--- config.mk ---
export PLATFORM = sky130hd
export DESIGN_NAME = pool_result_reader
export DESIGN_NICKNAME = d
export VERILOG_FILES = /design/src/rtl/pool_result_reader.sv
export SDC_FILE = /design/constraint.sdc
export NUM_CORES = 1
export LEC_CHECK = 0
export ABC_AREA = 1
export BUFFER_PORTS_ARGS = -buffer_cell sky130_fd_sc_hd__buf_2
export CAP_MARGIN = 20
export CORE_ASPECT_RATIO = 0.6
export CORE_MARGIN = 10
export CORE_UTILIZATION = 55
export DETAILED_ROUTE_END_ITERATION = 12
export PLACE_DENSITY = 0.84
export SLEW_MARGIN = 25
export SYNTH_ARGS = -nofsm -noshare
export SYNTH_HDL_FRONTEND = slang
export SYNTH_SLANG_ARGS = --single-unit
--- constraint.sdc ---
create_clock -name clk -period 2.49 [get_ports clk]
set_input_delay 0.1245 -clock clk [delete_from_list [all_inputs] [get_ports clk]]
set_output_delay 0.1245 -clock clk [all_outputs]
set_load 0.01 [all_outputs]
--- src/rtl/pool_result_reader.sv ---
// Pool RAM read-back streamer: reads every pool word in address order after start,
// buffered in a 2-entry FIFO on a valid/ready stream. Optional checksum: POOL_RD_CHECKSUM_EN.
module pool_result_reader #(
   parameter int unsigned ADDR_BITS = 16,
   parameter int unsigned DATA_BITS = 16,
   parameter int unsigned NUM_WORDS = 16384
) (
   input  logic                 clk,
   input  logic                 rst,
   input  logic                 start,
   output logic [ADDR_BITS-1:0] RAM_POOL_A,
   output logic                 RAM_POOL_OE,
   input  logic [DATA_BITS-1:0] RAM_POOL_Q,
   output logic [DATA_BITS-1:0] out_data,
   output logic                 out_valid,
   input  logic                 out_ready,
   output logic                 out_last,
   output logic                 busy,
`ifdef POOL_RD_CHECKSUM_EN
   output logic [DATA_BITS-1:0] checksum,
`endif
   output logic                 rd_done
);

   localparam logic [ADDR_BITS-1:0] LAST_ADDR = ADDR_BITS'(NUM_WORDS - 1);

   typedef enum logic [1:0] {IDLE, FETCH, DRAIN, FIN} state_t;

   state_t               state, state_nxt;
   logic                 start_q;
   logic                 start_edge;
   logic [ADDR_BITS-1:0] rd_addr;
   logic [ADDR_BITS-1:0] a_q;
   logic                 inflight;
   logic                 inflight_last;
   logic [DATA_BITS-1:0] fifo_data [2];
   logic [1:0]           fifo_last;
   logic                 wr_ptr, rd_ptr;
   logic [1:0]           fifo_cnt;
   logic                 issue_c, pop_c, push_c;

   assign start_edge = start & ~start_q;
   assign pop_c      = out_valid & out_ready;
   assign push_c     = inflight;

   // Issue only if the word can be buffered even when no pop follows
   assign issue_c = (state == FETCH) &&
                    ((3'(fifo_cnt) + 3'(inflight)) < (3'd2 + 3'(pop_c)));

   assign RAM_POOL_OE = issue_c;
   assign RAM_POOL_A  = issue_c ? rd_addr : a_q;

   assign out_valid = (fifo_cnt != 2'd0);
   assign out_data  = fifo_data[rd_ptr];
   assign out_last  = out_valid & fifo_last[rd_ptr];

   // State register
   always_ff @(posedge clk or posedge rst) begin
      if (rst) state <= IDLE;
      else     state <= state_nxt;
   end

   // Next-state logic
   always_comb begin
      state_nxt = state;
      case (state)
         IDLE:  if (start_edge) state_nxt = FETCH;
         FETCH: if (issue_c && (rd_addr == LAST_ADDR)) state_nxt = DRAIN;
         DRAIN: if (pop_c && out_last) state_nxt = FIN;
         FIN:   state_nxt = IDLE;
         default: state_nxt = IDLE;
      endcase
   end

   // Address counter, read pipeline, FIFO and status flags
   always_ff @(posedge clk or posedge rst) begin
      if (rst) begin
         start_q       <= 1'b0;
         rd_addr       <= '0;
         a_q           <= '0;
         inflight      <= 1'b0;
         inflight_last <= 1'b0;
         fifo_data[0]  <= '0;
         fifo_data[1]  <= '0;
         fifo_last     <= '0;
         wr_ptr        <= 1'b0;
         rd_ptr        <= 1'b0;
         fifo_cnt      <= '0;
         busy          <= 1'b0;
         rd_done       <= 1'b0;
      end else begin
         start_q       <= start;
         busy          <= (state_nxt == FETCH) || (state_nxt == DRAIN);
         rd_done       <= (state_nxt == FIN);
         inflight      <= issue_c;
         inflight_last <= issue_c && (rd_addr == LAST_ADDR);

         if (state == IDLE)
            rd_addr <= '0;
         else if (issue_c && (rd_addr != LAST_ADDR))
            rd_addr <= rd_addr + ADDR_BITS'(1);

         if (issue_c)
            a_q <= rd_addr;
         else if (state == FIN)
            a_q <= '0;

         if (push_c) begin
            fifo_data[wr_ptr] <= RAM_POOL_Q;
            fifo_last[wr_ptr] <= inflight_last;
            wr_ptr            <= ~wr_ptr;
         end
         if (pop_c)
            rd_ptr <= ~rd_ptr;
         fifo_cnt <= 2'(fifo_cnt + 2'(push_c) - 2'(pop_c));
      end
   end

`ifdef POOL_RD_CHECKSUM_EN
   // Wrapping sum of accepted words, cleared on the accepted start edge
   always_ff @(posedge clk or posedge rst) begin
      if (rst)
         checksum <= '0;
      else if ((state == IDLE) && start_edge)
         checksum <= '0;
      else if (pop_c)
         checksum <= checksum + out_data;
   end
`endif

endmodule

# Yosys cells after proc, flatten, opt, wreduce, memory -nomap -nowiden

Cells that the tools add are included.

$add $sub $neg: 5
Multipliers: 0
Divide/modulo/power cells: 0
Order comparisons: 7
Eq/ne operators: 8
Shift-type cells: 0
Mux-type cells: 20
Bitwise operators: 8
Reductions and logical operators: 11

Operators with widths:

| operator                                                                     | number |
|---|---|
| 16-bit 2-to-1 mux                                                            | 9 |
| 32-bit bitwise mux                                                           | 1 |
| 16-bit by 1-bit adder with 16-bit output, second input constant              | 1 |
| 16-bit demux with 1-bit select                                               | 1 |
| 16-bit by 14-bit equality test with 1-bit output, second input constant      | 1 |
| 16-bit by 14-bit inequality test with 1-bit output, second input constant    | 1 |
| 2-bit equality test, second input constant                                   | 4 |
| 2-bit case mux with 4 select lines                                           | 1 |
| 1-bit logical AND                                                            | 6 |
| 2-bit 2-to-1 mux                                                             | 3 |
| 2-bit nonzero test                                                           | 3 |
| 2-bit by 1-bit equality test with 1-bit output, second input constant        | 2 |
| 2-bit >= comparator, second input constant                                   | 2 |
| 1-bit by 2-bit less-than comparator with 1-bit output, second input constant | 2 |
| 1-bit NOT with 2-bit output                                                  | 2 |
| 2-bit by 1-bit adder with 3-bit output                                       | 1 |
| 2-bit by 1-bit adder with 3-bit output, first input constant                 | 1 |
| 1-bit AND                                                                    | 3 |
| 3-bit less-than comparator                                                   | 1 |
| 1-bit 2-to-1 mux                                                             | 3 |
| 1-bit NOT                                                                    | 3 |
| 2-bit by 1-bit adder with 2-bit output                                       | 1 |
| 2-bit bitwise mux                                                            | 1 |
| 2-bit logical NOT                                                            | 1 |
| other kinds (5)                                                              | 5 |

Flip-flop bits (word level): 77
Latch bits: 0
Memory bits (writable): 0
Bits in read-only memories: 0
Bits of input ports: 20
Output and inout port bits: 37
Word-level logic and storage cells: 73
Memories kept: 0

# Logic depth before layout (Yosys ltp)

Word-level depth: 10
Mapped depth: 10
Gate-level depth less buffers: 9

# Least setup slack after synthesis

No wires, ideal clock.

Kind: register to register
From: register inflight
To: register busy
Setup time: 126 ps
Data arrival time: 1857 ps
Data required time: 2364 ps
Slack: 507 ps
Stages on the path, launching flop included: 10
Path buffers: 0
Period minus slack after synthesis: 1983 ps
Cell sequence: dfrtp_1 -> ha_1 -> ha_1 -> nor3_2 -> inv_1 -> a21oi_1 -> nand2_1 -> nand3_1 -> nand3_1 -> ha_1

Longest elaborated chain between the ends: 8
Elaborated cells between the ends (all ways): 9
Classes of those cells: add/sub: 1; order compare: 1; eq/ne: 2; mux: 2; reduce/logical: 3

RTL lines:

| element                                                                               | RTL line | text |
|---|---|---|
| start: declaration                                                                    | 34       | `logic inflight;` |
| start signal: assignment                                                              | 95       | `inflight <= issue_c;` |
| 2-bit by 1-bit adder with 3-bit output (*)                                            | 48       | `((3'(fifo_cnt) + 3'(inflight)) < (3'd2 + 3'(pop_c)));` |
| 3-bit less-than comparator (*)                                                        | 48       |  |
| 1-bit logical AND (*)                                                                 | 47       | `assign issue_c = (state == FETCH) &&` |
| net RAM_POOL_OE                                                                       | 12       | `output logic RAM_POOL_OE,` |
| 1-bit logical AND (*)                                                                 | 68       | `FETCH: if (issue_c && (rd_addr == LAST_ADDR)) state_nxt = DRAIN;` |
| 2-bit 2-to-1 mux (*)                                                                  | 68       |  |
| 2-bit case mux with 4 select lines (*)                                                | 66       | `case (state)` |
| net state_nxt[0]                                                                      | 29       | `state_t state, state_nxt;` |
| 2-bit by 1-bit equality test with 1-bit output or 2-bit equality test (tied branches) | 93       | `busy <= (state_nxt == FETCH) \|\| (state_nxt == DRAIN);` |
| 1-bit logical OR (*)                                                                  | 93       |  |
| end signal: assignment                                                                | 93       |  |
| end: declaration                                                                      | 18       | `output logic busy,` |

Mark *: on every way through the listed nets, which the timed path passes. The rest lies on a longest branch.
A chain may end at the register's enable or synchronous reset.

# Worst setup path after layout

From: register inflight
To: output port RAM_POOL_A[10]

Longest elaborated chain between the ends: 4

RTL lines:

| element                                | RTL line | text |
|---|---|---|
| 2-bit by 1-bit adder with 3-bit output | 48       |  |
| 3-bit less-than comparator             | 48       |  |
| 1-bit logical AND                      | 47       |  |
| 16-bit 2-to-1 mux                      | 51       | `assign RAM_POOL_A = issue_c ? rd_addr : a_q;` |
| end: declaration                       | 11       | `output logic [ADDR_BITS-1:0] RAM_POOL_A,` |

No other way between the ends.

==> reports/qor.tcl <==
set qor(run_status) {completed}
set qor(cts.root.buffer_cell) {sky130_fd_sc_hd__clkbuf_16}
set qor(synth-warning-count) 0
set qor(grt_antenna_before_repair) 0
set qor(comb_power_share_pct) 43.4
set qor(hold-path-cell-count) 3
set qor(hold_violations) 0
set qor(first_iter_violations) 386
set qor(globalRouteOverflowTotal) 0
set qor(floorplan.core_area_sq_um) 6680
set qor(rr_worst_depth) 9
set qor(vdd_ir_drop_max_uv) 607
set qor(grtUsageTotal_pct) 17.1
set qor(grt_first_pass_wirelength_microns) 15400
set qor(drv_slew) 0
set qor(slowest_delay_ps) 420
set qor(clk_pin_slew_worst_paths_ps) 60
set qor(critical_path.most_common_cell) {sky130_fd_sc_hd__ha_1}
set qor(drt_antenna_net_count) 0
set qor(place.gp.congestion) 0.889
set qor(die-height_microns) 84.3
set qor(crit_path_start) {inflight$_DFF_PP0_}
set qor(drtPass1Iterations) 6
set qor(fin_skew_ps) 5.84
set qor(power_density_nw_per_um2) 1240
set qor(die_width_microns) 127
set qor(num-nets-final) 561
set qor(routed_wl_microns) 8870
set qor(startpoint_type) {register}
set qor(grt_setup_unrepaired) {no}
set qor(detail_route.vias_per_cell) 5.18
set qor(pre_cts_worst_setup_slack_ps) 466
set qor(critical_path.reg2reg.startpoint) {inflight$_DFF_PP0_}
set qor(clock_power_share_pct) 23.0
set qor(tightest_slew_ps) 748
set qor(row_count) 23
set qor(ys_types) 24
set qor(crit_path_cell_trace) {ha_1 -> ha_1 -> nor3_2 -> nand2_2 -> buf_6 -> o21ai_0 -> buf_2}
set qor(netlist_area_sq_um) 3790
set qor(initial_utilization_pct) 56.7
set qor(final.period_utilization_pct) 90.0
set qor(hold_path_startpoint) {RAM_POOL_Q[1]}
set qor(number_of_non_filler_instances_in_the_completed_layout) 626
set qor(antennaDiodeCount) 0
set qor(arrival_time_reported_for_the_critical_path_endpoint_ps) 2120
set qor(numPortBuffers) 56
set qor(cts_sinks) 77
set qor(synth_seq_cells) 77
set qor(power.sequential.fraction_pct) 33.7
set qor(total_vias_in_the_final_route) 3242
set qor(tritoncts.num_buffers) 9
set qor(die-area_sq_um) 10700
set qor(worstSetupEndpointType) {primary output}
set qor(p_sw_uw) 2360
set qor(critical_path_required_ps) 2370
set qor(regToRegEndpoint) {busy$_DFF_PP0_}
set qor(clock_latency_ps) 330
set qor(number_of_nets_in_the_synthesized_netlist) 506
set qor(place.detailed.instances) 609
set qor(setup.reg_to_reg.worst_slack_ps) 450
set qor(cap_viol_max_count) 0
set qor(avgSynthCellArea_sq_um) 7.89
set qor(max_clock_freq_mhz) 446
set qor(drive_above_1_share_pct) 16.1
set qor(clock_path_buffers) 2
set qor(drc_errors) 0
set qor(tritoncts_clock_tree) {built}
set qor(post_synthesis_sequential_area_ratio_pct) 50.9
set qor(slew_headroom_pct) 50.1
set qor(htree_levels) 3
set qor(cts_setup_buffers) 0
set qor(grt_pass1_vias) 3255
set qor(p_leak_uw) 0.00233
set qor(hp-class) {input pin to register}
set qor(hold_path_end) {fifo_data[1]$_DFFE_PP0P_}
set qor(ios) 57
set qor(setup.worst_path.class) {register to primary output}
set qor(swShare_pct) 42.7
set qor(dp_hpwl_microns) 6150
set qor(finalSetupViolations) 0
set qor(layout_overhead_on_the_synthesized_area_pct) 17.7
set qor(p_int_uw) 3160
set qor(avg_wl_per_cell_microns) 14.2
set qor(layout_setup_ws_ps) 248
set qor(synthesis.instances) 480
set qor(timing.setup.tns_ps) 0
set qor(pin_count_of_the_biggest_net_entering_global_routing) 78
set qor(timing.final.crit_period_ps) 2240
set qor(critical_path.slowest_cell) {sky130_fd_sc_hd__dfrtp_1}
set qor(crit_path_max_fanout) 49
[critical path, delay by kind of cell (launching register included)]
family,cells,cell delay [ps]
compound gates,1,200
flops,1,420
fa+ha+maj,2,410
buf+inv,2,390
simple gates,2,360
[routing by layer]
| metal | wire length (microns) | global-route usage, % | vias up |
|---|---|---|---|
| met1 | 4050 | 22.1 | 1484 |
| met2 | 4030 | 27.4 | 119 |
| li1 | - | - | 1625 |
| met3 | 667 | 4.71 | 14 |
| met4 | 112 | 5.15 | 0 |
| met5 | 0 | 0 | - |
[final cells by class]
class	count	area (sq um)
clock buffer	9	225
multi-input combinational	318	1530
sequential	77	1930
timing repair buffer	64	362
inverter	65	244
clock inverter	6	63.8
tap	87	109
fill	538	2220
[state kept, by name, summed over array words and instances, names as in the netlist]
signal / cells
rd_done: 1
fifo_data: 32
rd_addr: 16
state: 2
inflight_last: 1
fifo_cnt: 2
fifo_last: 2
busy: 1
rd_ptr: 1
wr_ptr: 1
start_q: 1
inflight: 1
a_q: 16
[how the worst max path moves through the flow]
stage / depth (start not counted) / to / slack, ps
2_1_floorplan: 1 / a_q[0]$_DFFE_PP0P_ / 400
3_3_place_gp: 7 / RAM_POOL_A[10] / 580
3_5_place_dp: 9 / busy$_DFF_PP0_ / 470
4_1_cts: 8 / RAM_POOL_A[12] / 160
5_1_grt: 8 / RAM_POOL_A[10] / 50
6_report: 7 / RAM_POOL_A[10] / 250
[logic make-up after synthesis]
kind of cell	count (synthesis)	synth area share, %
AND/OR/NAND/NOR	231	26.3
buffers and inverters	85	8.75
flip-flops	77	50.9
AO/OA/AOI/OAI	73	10.3
XOR/XNOR	8	1.85
adder cells (fa/ha/maj)	6	1.98
[layout by cell type (no fill, tap or decap), types with 6 or more instances in the layout]
| cell | count |
|---|---|
| sky130_fd_sc_hd__nand4_1 | 12 |
| sky130_fd_sc_hd__xor2_1 | 6 |
| sky130_fd_sc_hd__inv_1 | 63 |
| sky130_fd_sc_hd__nand3_1 | 16 |
| sky130_fd_sc_hd__nor2_1 | 17 |
| sky130_fd_sc_hd__dfrtp_1 | 77 |
| sky130_fd_sc_hd__nand2_1 | 172 |
| sky130_fd_sc_hd__o21ai_0 | 55 |
| sky130_fd_sc_hd__clkbuf_16 | 9 |
| sky130_fd_sc_hd__buf_2 | 56 |
| sky130_fd_sc_hd__ha_1 | 6 |
| sky130_fd_sc_hd__o22ai_1 | 16 |
[repair_timing]
item                                   CTS  global route
endpoints found under the hold margin   78             0
setup endpoints to repair                0             9
resized for setup                        0             1
hold buffers                             2             0
[power by group through the flow]
stage | Clock (uW) | Sequential, uW | Combinational, uW
floorplan | 0 | 1810 | 1740
global placement | 0 | 1850 | 2290
detailed placement | 0 | 1870 | 2370
CTS | 1290 | 1860 | 2400
global route | 1350 | 1900 | 2710
finish | 1270 | 1860 | 2390
[stage by stage]
| stage | utilization, % | power (uW) | area, sq um | hold slack [ps] |
|---|---|---|---|---|
| floorplan | - | 3550 | 3790 | 156 |
| global placement | 62.1 | 4140 | 4150 | 244 |
| detailed placement | 62.1 | 4240 | 4150 | 246 |
| CTS | 66.7 | 5550 | 4460 | 50.4 |
| global route | 66.8 | 5960 | 4460 | 57.8 |
| finish | 66.8 | 5520 | 4460 | 58.6 |
[synth_stat cells]
cell,count,share of area (%)
sky130_fd_sc_hd__nand2_1,172,17
sky130_fd_sc_hd__dfrtp_1,77,51
sky130_fd_sc_hd__inv_1,64,6.3
sky130_fd_sc_hd__o21ai_0,55,7.3
sky130_fd_sc_hd__nor2_1,17,1.7
sky130_fd_sc_hd__nand3_1,16,2.1
sky130_fd_sc_hd__o22ai_1,16,2.6
sky130_fd_sc_hd__clkbuf_1,14,1.4
sky130_fd_sc_hd__nand4_1,12,2.0
sky130_fd_sc_hd__ha_1,6,2.0
sky130_fd_sc_hd__xor2_1,6,1.4
sky130_fd_sc_hd__buf_2,4,0.53
sky130_fd_sc_hd__nand3b_1,4,0.79
sky130_fd_sc_hd__nor2_4,4,1.2
sky130_fd_sc_hd__buf_4,2,0.40
sky130_fd_sc_hd__nand2_2,2,0.33
sky130_fd_sc_hd__xnor2_1,2,0.46
sky130_fd_sc_hd__a21oi_1,1,0.13
sky130_fd_sc_hd__clkinv_1,1,0.099
sky130_fd_sc_hd__nor2_8,1,0.53
sky130_fd_sc_hd__nor3_2,1,0.26
sky130_fd_sc_hd__nor4_1,1,0.17
sky130_fd_sc_hd__o21ai_2,1,0.23
sky130_fd_sc_hd__or2_1,1,0.17
Power figures use the tool's default switching activity.
